--- config.mk ---
export PLATFORM = sky130hd
export DESIGN_NAME = ascon_share_loader
export DESIGN_NICKNAME = d
export VERILOG_FILES = /design/src/rtl/ascon_loader_pkg.sv /design/src/rtl/ascon_mask_prng.sv /design/src/rtl/ascon_share_loader.sv
export SDC_FILE = /design/constraint.sdc
export NUM_CORES = 1
export LEC_CHECK = 0
export BUFFER_PORTS_ARGS = -buffer_cell sky130_fd_sc_hd__buf_2
export CORE_UTILIZATION = 49
export DETAILED_ROUTE_END_ITERATION = 8
export GPL_TIMING_DRIVEN = 0
export HOLD_SLACK_MARGIN = 0.1
export PLACE_DENSITY_LB_ADDON = 0.12
export RECOVER_POWER = 50
export SYNTH_ARGS = -nofsm -noshare
export SYNTH_HDL_FRONTEND = slang
export SYNTH_HIERARCHICAL = 1
export SYNTH_SLANG_ARGS = --single-unit
--- constraint.sdc ---
create_clock -name clk -period 2.6 [get_ports clk]
set_input_delay 0.39 -clock clk [delete_from_list [all_inputs] [get_ports clk]]
set_output_delay 0.39 -clock clk [all_outputs]
set_load 0.02 [all_outputs]
--- src/rtl/ascon_loader_pkg.sv ---
// ascon_loader_pkg: shared types and constants for the Ascon share loader
//   state_t       loader FSM states
//   PRNG_POLY     Galois LFSR feedback mask (taps 64,63,61,60)
//   BITS_PER_BEAT PRNG bits consumed per stream beat
//   max4          widest of four lane widths
package ascon_loader_pkg;
   typedef enum logic [2:0] {S_IDLE, S_PULSE, S_STREAM, S_SETTLE, S_START} state_t;
   localparam logic [63:0] PRNG_POLY = 64'hD800_0000_0000_0000;
   localparam int BITS_PER_BEAT = 17;
   function automatic int max4(input int a, input int b, input int c, input int d);
      int x;
      x = a > b ? a : b;
      x = x > c ? x : c;
      return x > d ? x : d;
   endfunction
endpackage

--- src/rtl/ascon_mask_prng.sv ---
// ascon_mask_prng: 64-bit Galois LFSR producing 17 mask bits per advance
//   clk, rst  clock, synchronous active-high reset
//   load      capture seed (zero seed replaced by 1 to avoid the lock-up state)
//   seed      64-bit seed
//   advance   step the LFSR 17 times
//   bits      next 17 output bits, bit 0 produced first
module ascon_mask_prng
   import ascon_loader_pkg::*;
(
   input  logic                     clk,
   input  logic                     rst,
   input  logic                     load,
   input  logic [63:0]              seed,
   input  logic                     advance,
   output logic [BITS_PER_BEAT-1:0] bits
);
   logic [63:0] st, s;
   always_comb begin
      s = st;
      bits = '0;
      for (int i = 0; i < BITS_PER_BEAT; i++) begin
         bits[i] = s[0];
         s = (s >> 1) ^ (s[0] ? PRNG_POLY : 64'h0);
      end
   end
   always_ff @(posedge clk) begin
      if (rst) st <= 64'h1;
      else if (load) st <= seed == 64'h0 ? 64'h1 : seed;
      else if (advance) st <= s;
   end
endmodule

--- src/rtl/ascon_share_loader.sv ---
// ascon_share_loader: splits operands into three Boolean shares and streams them MSB-first to the masked Ascon core
//   load_valid/load_ready       operand handshake (key, nonce, ad, pt, seed)
//   core_rstxSO                 one-cycle core re-align pulse
//   *xSO share lanes            {m2, m1, d^m1^m2}, one bit per beat
//   r_64xSO/r_128xSO/r_ptxSO    per-beat random bits
//   encryption_startxSO/readyxSI start request held until core ready
//   busy                        loader not idle
//   ASCON_LOADER_NOMASK_EN      debug build: masks forced to zero
module ascon_share_loader
   import ascon_loader_pkg::*;
#(
   parameter int K      = 128,
   parameter int L      = 32,
   parameter int Y      = 32,
   parameter int SETTLE = 2
) (
   input  logic         clk,
   input  logic         rst,
   input  logic         load_valid,
   output logic         load_ready,
   input  logic [K-1:0] key,
   input  logic [127:0] nonce,
   input  logic [L-1:0] ad,
   input  logic [Y-1:0] pt,
   input  logic [63:0]  seed,
   output logic         core_rstxSO,
   output logic [2:0]   keyxSO,
   output logic [2:0]   noncexSO,
   output logic [2:0]   associated_dataxSO,
   output logic [2:0]   plain_textxSO,
   output logic [6:0]   r_64xSO,
   output logic         r_128xSO,
   output logic         r_ptxSO,
   output logic         encryption_startxSO,
   input  logic         encryption_readyxSI,
   output logic         busy
);
   localparam int N  = max4(max4(K, 128, L, Y), 64, 0, 0);
   localparam int CW = $clog2(N) + 1;
   state_t state, state_d;
   logic [CW-1:0] n, nb;
   logic [K-1:0] key_q;
   logic [127:0] nonce_q;
   logic [L-1:0] ad_q;
   logic [Y-1:0] pt_q;
   logic [BITS_PER_BEAT-1:0] p;
   logic [7:0] m;
   logic accept, emit;
   function automatic logic [2:0] share(input logic d, input logic m1, input logic m2, input logic on);
      return on ? {m2, m1, d ^ m1 ^ m2} : 3'b000;
   endfunction
   assign accept = state == S_IDLE && load_valid;
   assign emit   = state_d == S_STREAM;
   // outputs are registered, so the beat loaded at this edge is the one after the current one
   assign nb     = state == S_PULSE ? '0 : n + 1'b1;
`ifdef ASCON_LOADER_NOMASK_EN
   assign m = '0;
`else
   assign m = p[7:0];
`endif
   ascon_mask_prng u_prng (
      .clk     (clk),
      .rst     (rst),
      .load    (accept),
      .seed    (seed),
      .advance (emit),
      .bits    (p)
   );
   always_comb begin
      state_d = state;
      case (state)
         S_IDLE:   state_d = load_valid ? S_PULSE : S_IDLE;
         S_PULSE:  state_d = S_STREAM;
         S_STREAM: state_d = n == CW'(N - 1) ? S_SETTLE : S_STREAM;
         S_SETTLE: state_d = n == CW'(SETTLE - 1) ? S_START : S_SETTLE;
         S_START:  state_d = encryption_readyxSI ? S_IDLE : S_START;
         default:  state_d = S_IDLE;
      endcase
   end
   always_ff @(posedge clk) begin
      if (rst) begin
         state               <= S_IDLE;
         n                   <= '0;
         key_q               <= '0;
         nonce_q             <= '0;
         ad_q                <= '0;
         pt_q                <= '0;
         load_ready          <= 1'b1;
         busy                <= 1'b0;
         core_rstxSO         <= 1'b0;
         encryption_startxSO <= 1'b0;
         keyxSO              <= '0;
         noncexSO            <= '0;
         associated_dataxSO  <= '0;
         plain_textxSO       <= '0;
         r_64xSO             <= '0;
         r_128xSO            <= 1'b0;
         r_ptxSO             <= 1'b0;
      end else begin
         state <= state_d;
         n     <= emit ? nb : state == S_SETTLE ? n + 1'b1 : '0;
         // operands shift left per beat so the MSB is always the next bit to send
         if (accept) begin
            key_q   <= key;
            nonce_q <= nonce;
            ad_q    <= ad;
            pt_q    <= pt;
         end else if (emit) begin
            key_q   <= key_q << 1;
            nonce_q <= nonce_q << 1;
            ad_q    <= ad_q << 1;
            pt_q    <= pt_q << 1;
         end
         load_ready          <= state_d == S_IDLE;
         busy                <= state_d != S_IDLE;
         core_rstxSO         <= state_d == S_PULSE;
         encryption_startxSO <= state_d == S_START;
         keyxSO              <= share(key_q[K-1], m[0], m[1], emit && int'(nb) < K);
         noncexSO            <= share(nonce_q[127], m[2], m[3], emit && int'(nb) < 128);
         associated_dataxSO  <= share(ad_q[L-1], m[4], m[5], emit && int'(nb) < L);
         plain_textxSO       <= share(pt_q[Y-1], m[6], m[7], emit && int'(nb) < Y);
         r_64xSO             <= emit && int'(nb) < 64 ? p[14:8] : '0;
         r_128xSO            <= emit && int'(nb) < 128 && p[15];
         r_ptxSO             <= emit && int'(nb) < Y && p[16];
      end
   end
endmodule

==> results_dict.tcl, run 1 <==
set metrics [dict create \
    clock_path_buffers 3 \
    drv_slew 0 \
    floorplan.initialDensity_pct 49.9 \
    maxCapViolations 0 \
    crit_chain "ha_1, buf_4, nand4bb_1, o311ai_4, inv_4, buf_2, buf_2, mux2i_1, nor2_1, a21oi_1, nor2_1" \
    whs_ns 0.117 \
    grt_pass1_vias 18100 \
    cpMaxStageDelayCell "buf_2" \
    clk_latency_ns 0.58 \
    multi_input_area_sq_um 8910 \
    p_per_area_nw_per_um2 729 \
    yosys_warnings 6 \
    place_hpwl_um 41500 \
    wl_per_cell_um 17.0 \
    area_growth_syn_to_layout_pct 31.9 \
    synth-seq-cells 420 \
    overflow 0 \
    slowest_delay_ns 0.39 \
    die_h_um 196 \
    synthFlopType "dfxtp_1" \
    fillers 3159 \
    die_w_um 196 \
    grt_first_pass_wirelength_um 91600 \
    crit_path_end_kind "flop" \
    hp-class "input pin to flop" \
    cts.htree.levels 2 \
    async_flop_share_pct 0 \
    fin_util_pct 65.9 \
    setup_tns_ns 0 \
    antenna_left 0 \
    leakagePower_nw 9.83 \
    clkSinkCount 420 \
    numCtsBuffers 46 \
    critPathKind "flop to flop" \
    viasPerCell 5.48 \
    fin_nets 3355 \
    grt_start_max_net_pins 19 \
    core_sq_um 36800 \
    synth_edf_count 0 \
    syn_area_per_cell_sq_um 7.85 \
    max-slew-margin-rel_pct 32.4 \
    rsz0062_at_grt "false" \
    grt_use_total_pct 29.7 \
    skew_ns 0.0215 \
    clkTransAtPathRegs_ns 0.06 \
    cp.required_ns 3.04 \
    crit_fanout 19 \
    place_congestion 0.960 \
    ys_types 46 \
    clockRootBuffer "clkbuf_16" \
    wirelength_um 59200 \
    seq_area_frac_synth_pct 45.8 \
    total_power_w 0.0177 \
    regArea_sq_um 8410 \
    pin_count 413 \
    max_freq_ghz 0.408 \
    outcome "finished, final reports clean" \
    netlist_area_sq_um 18400 \
    drtIter0Drc 1325 \
    drive_above_1_share_pct 19.5 \
    rows 70 \
    setup_viol 0 \
    finalCritPeriodShare_pct 94.2 \
    worstSetupStartpointType "flop" \
    synth_fp_nets 2731 \
    timing.final.crit_period_ns 2.45 \
    cts_tree "done" \
    vdd_drop_max_uv 581 \
    firstDrtPassIters 5 \
    vias 19100 \
    tightest_slew_ns 1.01 \
    grt_antenna_before_repair 18 \
    drc 0 \
    portBuffers 412 \
    crit_arrival_ns 2.89 \
    postSynthCellCount 2341 \
    die_area_sq_um 38300 \
    hold_violations 0 \
]
==> worst paths after layout <==
| check | slack, ns | to | depth (start not counted) | from |
|---|---|---|---|---|
| min reg2reg | 0.46 | pt_q[12]$_SDFFE_PP0P_ | 2 | pt_q[12]$_SDFFE_PP0P_ |
| max reg2reg | 0.15 | u_prng/st[13]$_SDFFE_PP0P_ | 11 | n[0]$_SDFF_PP0_ |
| max | 0.15 | u_prng/st[13]$_SDFFE_PP0P_ | 11 | n[0]$_SDFF_PP0_ |
| min | 0.12 | key_q[48]$_SDFFE_PP0P_ | 3 | key[48] |
==> flip-flops by register name (all words and copies together), names as in the netlist <==
signal               count
load_ready               1
core_rstxSO              1
r_64xSO                  7
plain_textxSO            3
encryption_startxSO      1
ad_q                    32
nonce_q                128
r_ptxSO                  1
n                        8
pt_q                    32
r_128xSO                 1
busy                     1
noncexSO                 3
state                    3
keyxSO                   3
associated_dataxSO       3
u_prng/st               64
key_q                  128
==> layer usage <==
| layer | vias to the layer above | wire (um) | share of wire [%] | global-route usage [%] |
|---|---|---|---|---|
| met3 | 148 | 4290 | 7.3 | 6.04 |
| met4 | 8 | 2190 | 3.7 | 12.9 |
| met1 | 8841 | 25800 | 44 | 38.6 |
| met5 | - | 43 | 0.073 | 0 |
| li1 | 9369 | - | - | - |
| met2 | 691 | 26900 | 45 | 47.6 |
==> final cells by class <==
type	count	share of cell area [%]
antenna	16	0.165
tap	468	2.42
clock inverter	9	0.196
timing repair buffer	579	15.3
sequential	420	34.7
multi-input combinational	1679	36.8
buffer	227	4.41
inverter	12	0.196
clock buffer	70	5.88
==> kinds of logic (layout without fill, tap and decap cells) <==
family,count (synthesis),after routing,share of synthesized area [%]
simple gates,847,847,18.4
compound gates,732,732,24.8
flops,420,420,45.8
buf+inv,242,897,5.83
xor+xnor,53,53,2.57
mux,45,45,2.45
fa+ha+maj,2,2,0.136
other cells,0,16,0
==> critical path, delay by kind of cell (launching register included) <==
family / cells / cell delay (ns)
buffers and inverters: 4 / 0.99
adder cells (fa/ha/maj): 1 / 0.20
AO/OA/AOI/OAI: 2 / 0.25
AND/OR/NAND/NOR: 3 / 0.28
multiplexers: 1 / 0.25
flip-flops: 1 / 0.34
==> synthesized netlist by cell type (4+ instances only) <==
library cell | n | share of area (%)
a211oi_1 | 322 | 13
a211o_1 | 12 | 0.57
nor2b_1 | 4 | 0.14
clkbuf_1 | 112 | 2.3
nor3b_1 | 14 | 0.57
a21oi_1 | 384 | 10
mux2i_1 | 45 | 2.5
buf_1 | 26 | 0.53
buf_2 | 72 | 2.0
nand2_1 | 337 | 6.9
nor2_1 | 441 | 9.0
xnor2_1 | 45 | 2.1
inv_1 | 10 | 0.20
nor3_1 | 4 | 0.11
nand4_1 | 7 | 0.24
nor4_1 | 16 | 0.55
nand3_1 | 11 | 0.30
xor2_1 | 7 | 0.33
dfxtp_1 | 420 | 46
buf_4 | 19 | 0.78
==> power breakdown <==
part / internal [W] / switching [W] / leakage, nW / total [W]
sequential: 0.00714 / 0.000428 / 3.47 / 0.00757
clock: 0.00375 / 0.00266 / 0.732 / 0.00641
combinational: 0.00152 / 0.00217 / 5.63 / 0.00369
total: 0.0124 / 0.00526 / 9.83 / 0.0177
==> cells in the final DEF (no fill, tap or decap), types with 4 or more instances in the layout <==
| master | synthesis | layout |
|---|---|---|
| nor2_1 | 441 | 441 |
| buf_2 | 72 | 426 |
| dfxtp_1 | 420 | 418 |
| a21oi_1 | 384 | 384 |
| nand2_1 | 337 | 337 |
| a211oi_1 | 322 | 321 |
| dlygate4sd3_1 | 0 | 165 |
| clkbuf_1 | 112 | 136 |
| clkbuf_16 | 0 | 49 |
| clkbuf_2 | 1 | 47 |
| xnor2_1 | 45 | 45 |
| mux2i_1 | 45 | 45 |
| buf_4 | 19 | 24 |
| diode_2 | 0 | 16 |
| nor4_1 | 16 | 16 |
| nor3b_1 | 14 | 14 |
| clkbuf_8 | 0 | 12 |
| a211o_1 | 12 | 12 |
| buf_1 | 26 | 11 |
| inv_1 | 10 | 10 |
| nand3_1 | 11 | 10 |
| clkinv_2 | 0 | 8 |
| nand4_1 | 7 | 7 |
| xor2_1 | 7 | 7 |
| clkbuf_4 | 0 | 5 |
| nor3_1 | 4 | 4 |
| nor2b_1 | 4 | 4 |
==> stage by stage <==
stage	instance area, sq um	worst slack (ns)	cells
global placement	21000	-0.631	3221
finish	24200	0.151	3480
global route	24200	0.00451	3476
CTS	24200	0.00405	3465
detailed placement	21000	-0.683	3221
floorplan	18400	0.209	2341
==> repair_timing <==
action	in CTS	in global routing
resized for setup	18	37
pin swaps	1	1
endpoints found under the setup margin	364	319
hold endpoints to repair	165	0
setup buffers	2	0
hold buffers	165	0
cloned	0	0
(Power assumes the default switching activity.)
==> run 2, diff against run 1 <==
--- a/config.mk
+++ b/config.mk
@@ -6,7 +6,7 @@
 export NUM_CORES = 1
 export LEC_CHECK = 0
 export BUFFER_PORTS_ARGS = -buffer_cell sky130_fd_sc_hd__buf_2
-export CORE_UTILIZATION = 49
+export CORE_UTILIZATION = 43
 export DETAILED_ROUTE_END_ITERATION = 8
 export GPL_TIMING_DRIVEN = 0
 export HOLD_SLACK_MARGIN = 0.1
==> results_dict.tcl, run 2 (synthesis gave the netlist of run 1 again) <==
set metrics [dict create \
    grt_antenna_before_repair 11 \
    top_regs "key_q: 128 flops, nonce_q: 128 flops, u_prng/st: 64 flops" \
    grt_first_pass_wirelength_um 95900 \
    cp_num_cells 6 \
    place_hpwl_um 42700 \
    die_area_sq_um 43500 \
    core_sq_um 42000 \
    timing.final.crit_period_ns 2.48 \
    drc 0 \
    skew_ns 0.0264 \
    clockRootBuffer "clkbuf_16" \
    path_delay_family "simple AND/OR/NAND/NOR gates" \
    vdd_drop_max_uv 792 \
    drv_slew 0 \
    rr_startpoint "n[0]$_SDFF_PP0_" \
    rr_endpoint "u_prng/st[58]$_SDFFE_PP0P_" \
    cts.htree.levels 2 \
    grt_start_max_net_pins 19 \
    grt_pass1_vias 18400 \
    dp_slack_ns -0.781 \
    max_freq_ghz 0.404 \
    tightest_slew_ns 0.997 \
    finalCritPeriodShare_pct 95.2 \
    numCtsBuffers 47 \
    die_w_um 209 \
    reg2reg_slack_ns 0.14 \
    crit_chain "dlygate4sd3_1, buf_2, nor4_1, nand4_1, or4_1, a31oi_1" \
    worst_slack_ns 0.124 \
    cp-startpoint "seed[9]" \
    fin_nets 3383 \
    critPathKind "input pin to flop" \
    layout_commonest_cell "nor2_1" \
    cp.required_ns 3.09 \
    place_congestion 0.930 \
    wirelength_um 60700 \
    wl_per_cell_um 17.0 \
    clock_path_buffers 3 \
    maxCapViolations 0 \
    slowest_delay_ns 0.82 \
    holdPathStages 3 \
    hold_violations 0 \
    overflow 0 \
    crit_arrival_ns 2.97 \
    crit_fanout 2 \
    worstSetupStartpointType "input pin" \
    r2r_cells 10 \
    total_power_w 0.0183 \
    crit_path_end_kind "flop" \
    drive_above_1_share_pct 19.4 \
    min_from "nonce[105]" \
    p_per_area_nw_per_um2 740 \
    rsz0062_at_grt "false" \
    fillers 3912 \
    portBuffers 412 \
    drtIter0Drc 1479 \
    vias 19100 \
    clkSinkCount 420 \
    max-slew-margin-rel_pct 33.1 \
    hp-class "input pin to flop" \
    leakagePower_nw 10.0 \
    setup_viol 0 \
    setup_tns_ns 0 \
    cts_tree "done" \
    rows 75 \
    outcome "finished, final reports clean" \
    die_h_um 209 \
    grt_use_total_pct 27.2 \
    antenna_left 0 \
    floorplan.initialDensity_pct 43.7 \
    area_growth_syn_to_layout_pct 34.6 \
    crit_end "u_prng/st[0]$_SDFFE_PP1P_" \
    clk_latency_ns 0.58 \
    clkTransAtPathRegs_ns 0.06 \
    firstDrtPassIters 5 \
    cpMaxStageDelayCell "nor4_1" \
    viasPerCell 5.36 \
    fin_util_pct 58.8 \
    timing.critical_path.buf_inv 2 \
    mostFrequentLayoutCells "nor2_1 (440), buf_2 (433), dfxtp_1 (418)" \
    pin_count 413 \
]
-- run 2: cell count changes in the layout (fill, tap and decap cells not counted), sizes merged --
| cell | before | now |
|---|---|---|
| clkdlybuf4s15 | 1 | 0 |
| clkbuf | 249 | 239 |
| clkinv | 9 | 8 |
| buf | 461 | 473 |
| dlygate4sd3 | 165 | 191 |
| diode | 16 | 4 |
| bufinv | 0 | 5 |
-- run 2: routing by layer --
| layer | part of all wire, % | up-vias | global-route usage [%] |
|---|---|---|---|
| met4 | 2.8 | 14 | 9.71 |
| met1 | 46 | 8914 | 36.4 |
| met3 | 6.3 | 138 | 4.85 |
| met2 | 45 | 647 | 43.9 |
| li1 | - | 9429 | - |
| met5 | 0.13 | - | 0 |
-- run 2: worst min path at each step --
stage / to / slack, ns
2_1_floorplan: ad_q[10]$_SDFFE_PP0P_ / 0.44
3_5_place_dp: key_q[64]$_SDFFE_PP0P_ / 0.45
5_1_grt: ad_q[27]$_SDFFE_PP0P_ / 0.11
4_1_cts: nonce_q[28]$_SDFFE_PP0P_ / 0.10
3_3_place_gp: pt_q[10]$_SDFFE_PP0P_ / 0.45
6_report: nonce_q[105]$_SDFFE_PP0P_ / 0.12
-- run 2: cell type report --
class,instances,area (sq um),share of cell area [%]
repair buffers,605,3960,16.0
diodes,4,10.0,0.0405
plain buffers,228,1080,4.36
multi-input cells,1679,8910,36.1
inverters,12,47.5,0.192
clock buffers,70,1440,5.80
flip-flops and latches,420,8410,34.0
clock inverters,13,196,0.795
well taps,539,674,2.73
-- run 2: worst register-to-register path, delay by kind of cell (launching register included) --
family                   cells  cell delay, ns
AO/OA/AOI/OAI                3            0.81
adder cells (fa/ha/maj)      1            0.16
buffers and inverters        5            0.89
flip-flops                   1            0.37
AND/OR/NAND/NOR              1            0.17
-- run 2: report_power, final --
group	internal (W)	switching [W]	total, W
clock network	0.00429	0.00269	0.00698
registers	0.00714	0.000419	0.00756
logic	0.00155	0.00219	0.00374
-- run 2: repair_timing --
action	4_1_cts	5_1_grt
hold buffers	191	0
setup endpoints to repair	364	237
pin swaps	1	1
setup buffers	2	0
resized for setup	19	32
hold endpoints to repair	191	0
-- run 2: per-stage QoR --
step | hold slack, ns | area, sq um | cells
after global placement | 0.447 | 21100 | 3292
after floorplan | 0.437 | 18400 | 2341
final | 0.117 | 24700 | 3570
after detailed placement | 0.450 | 21100 | 3292
after CTS | 0.100 | 24700 | 3566
after global routing | 0.107 | 24700 | 3569
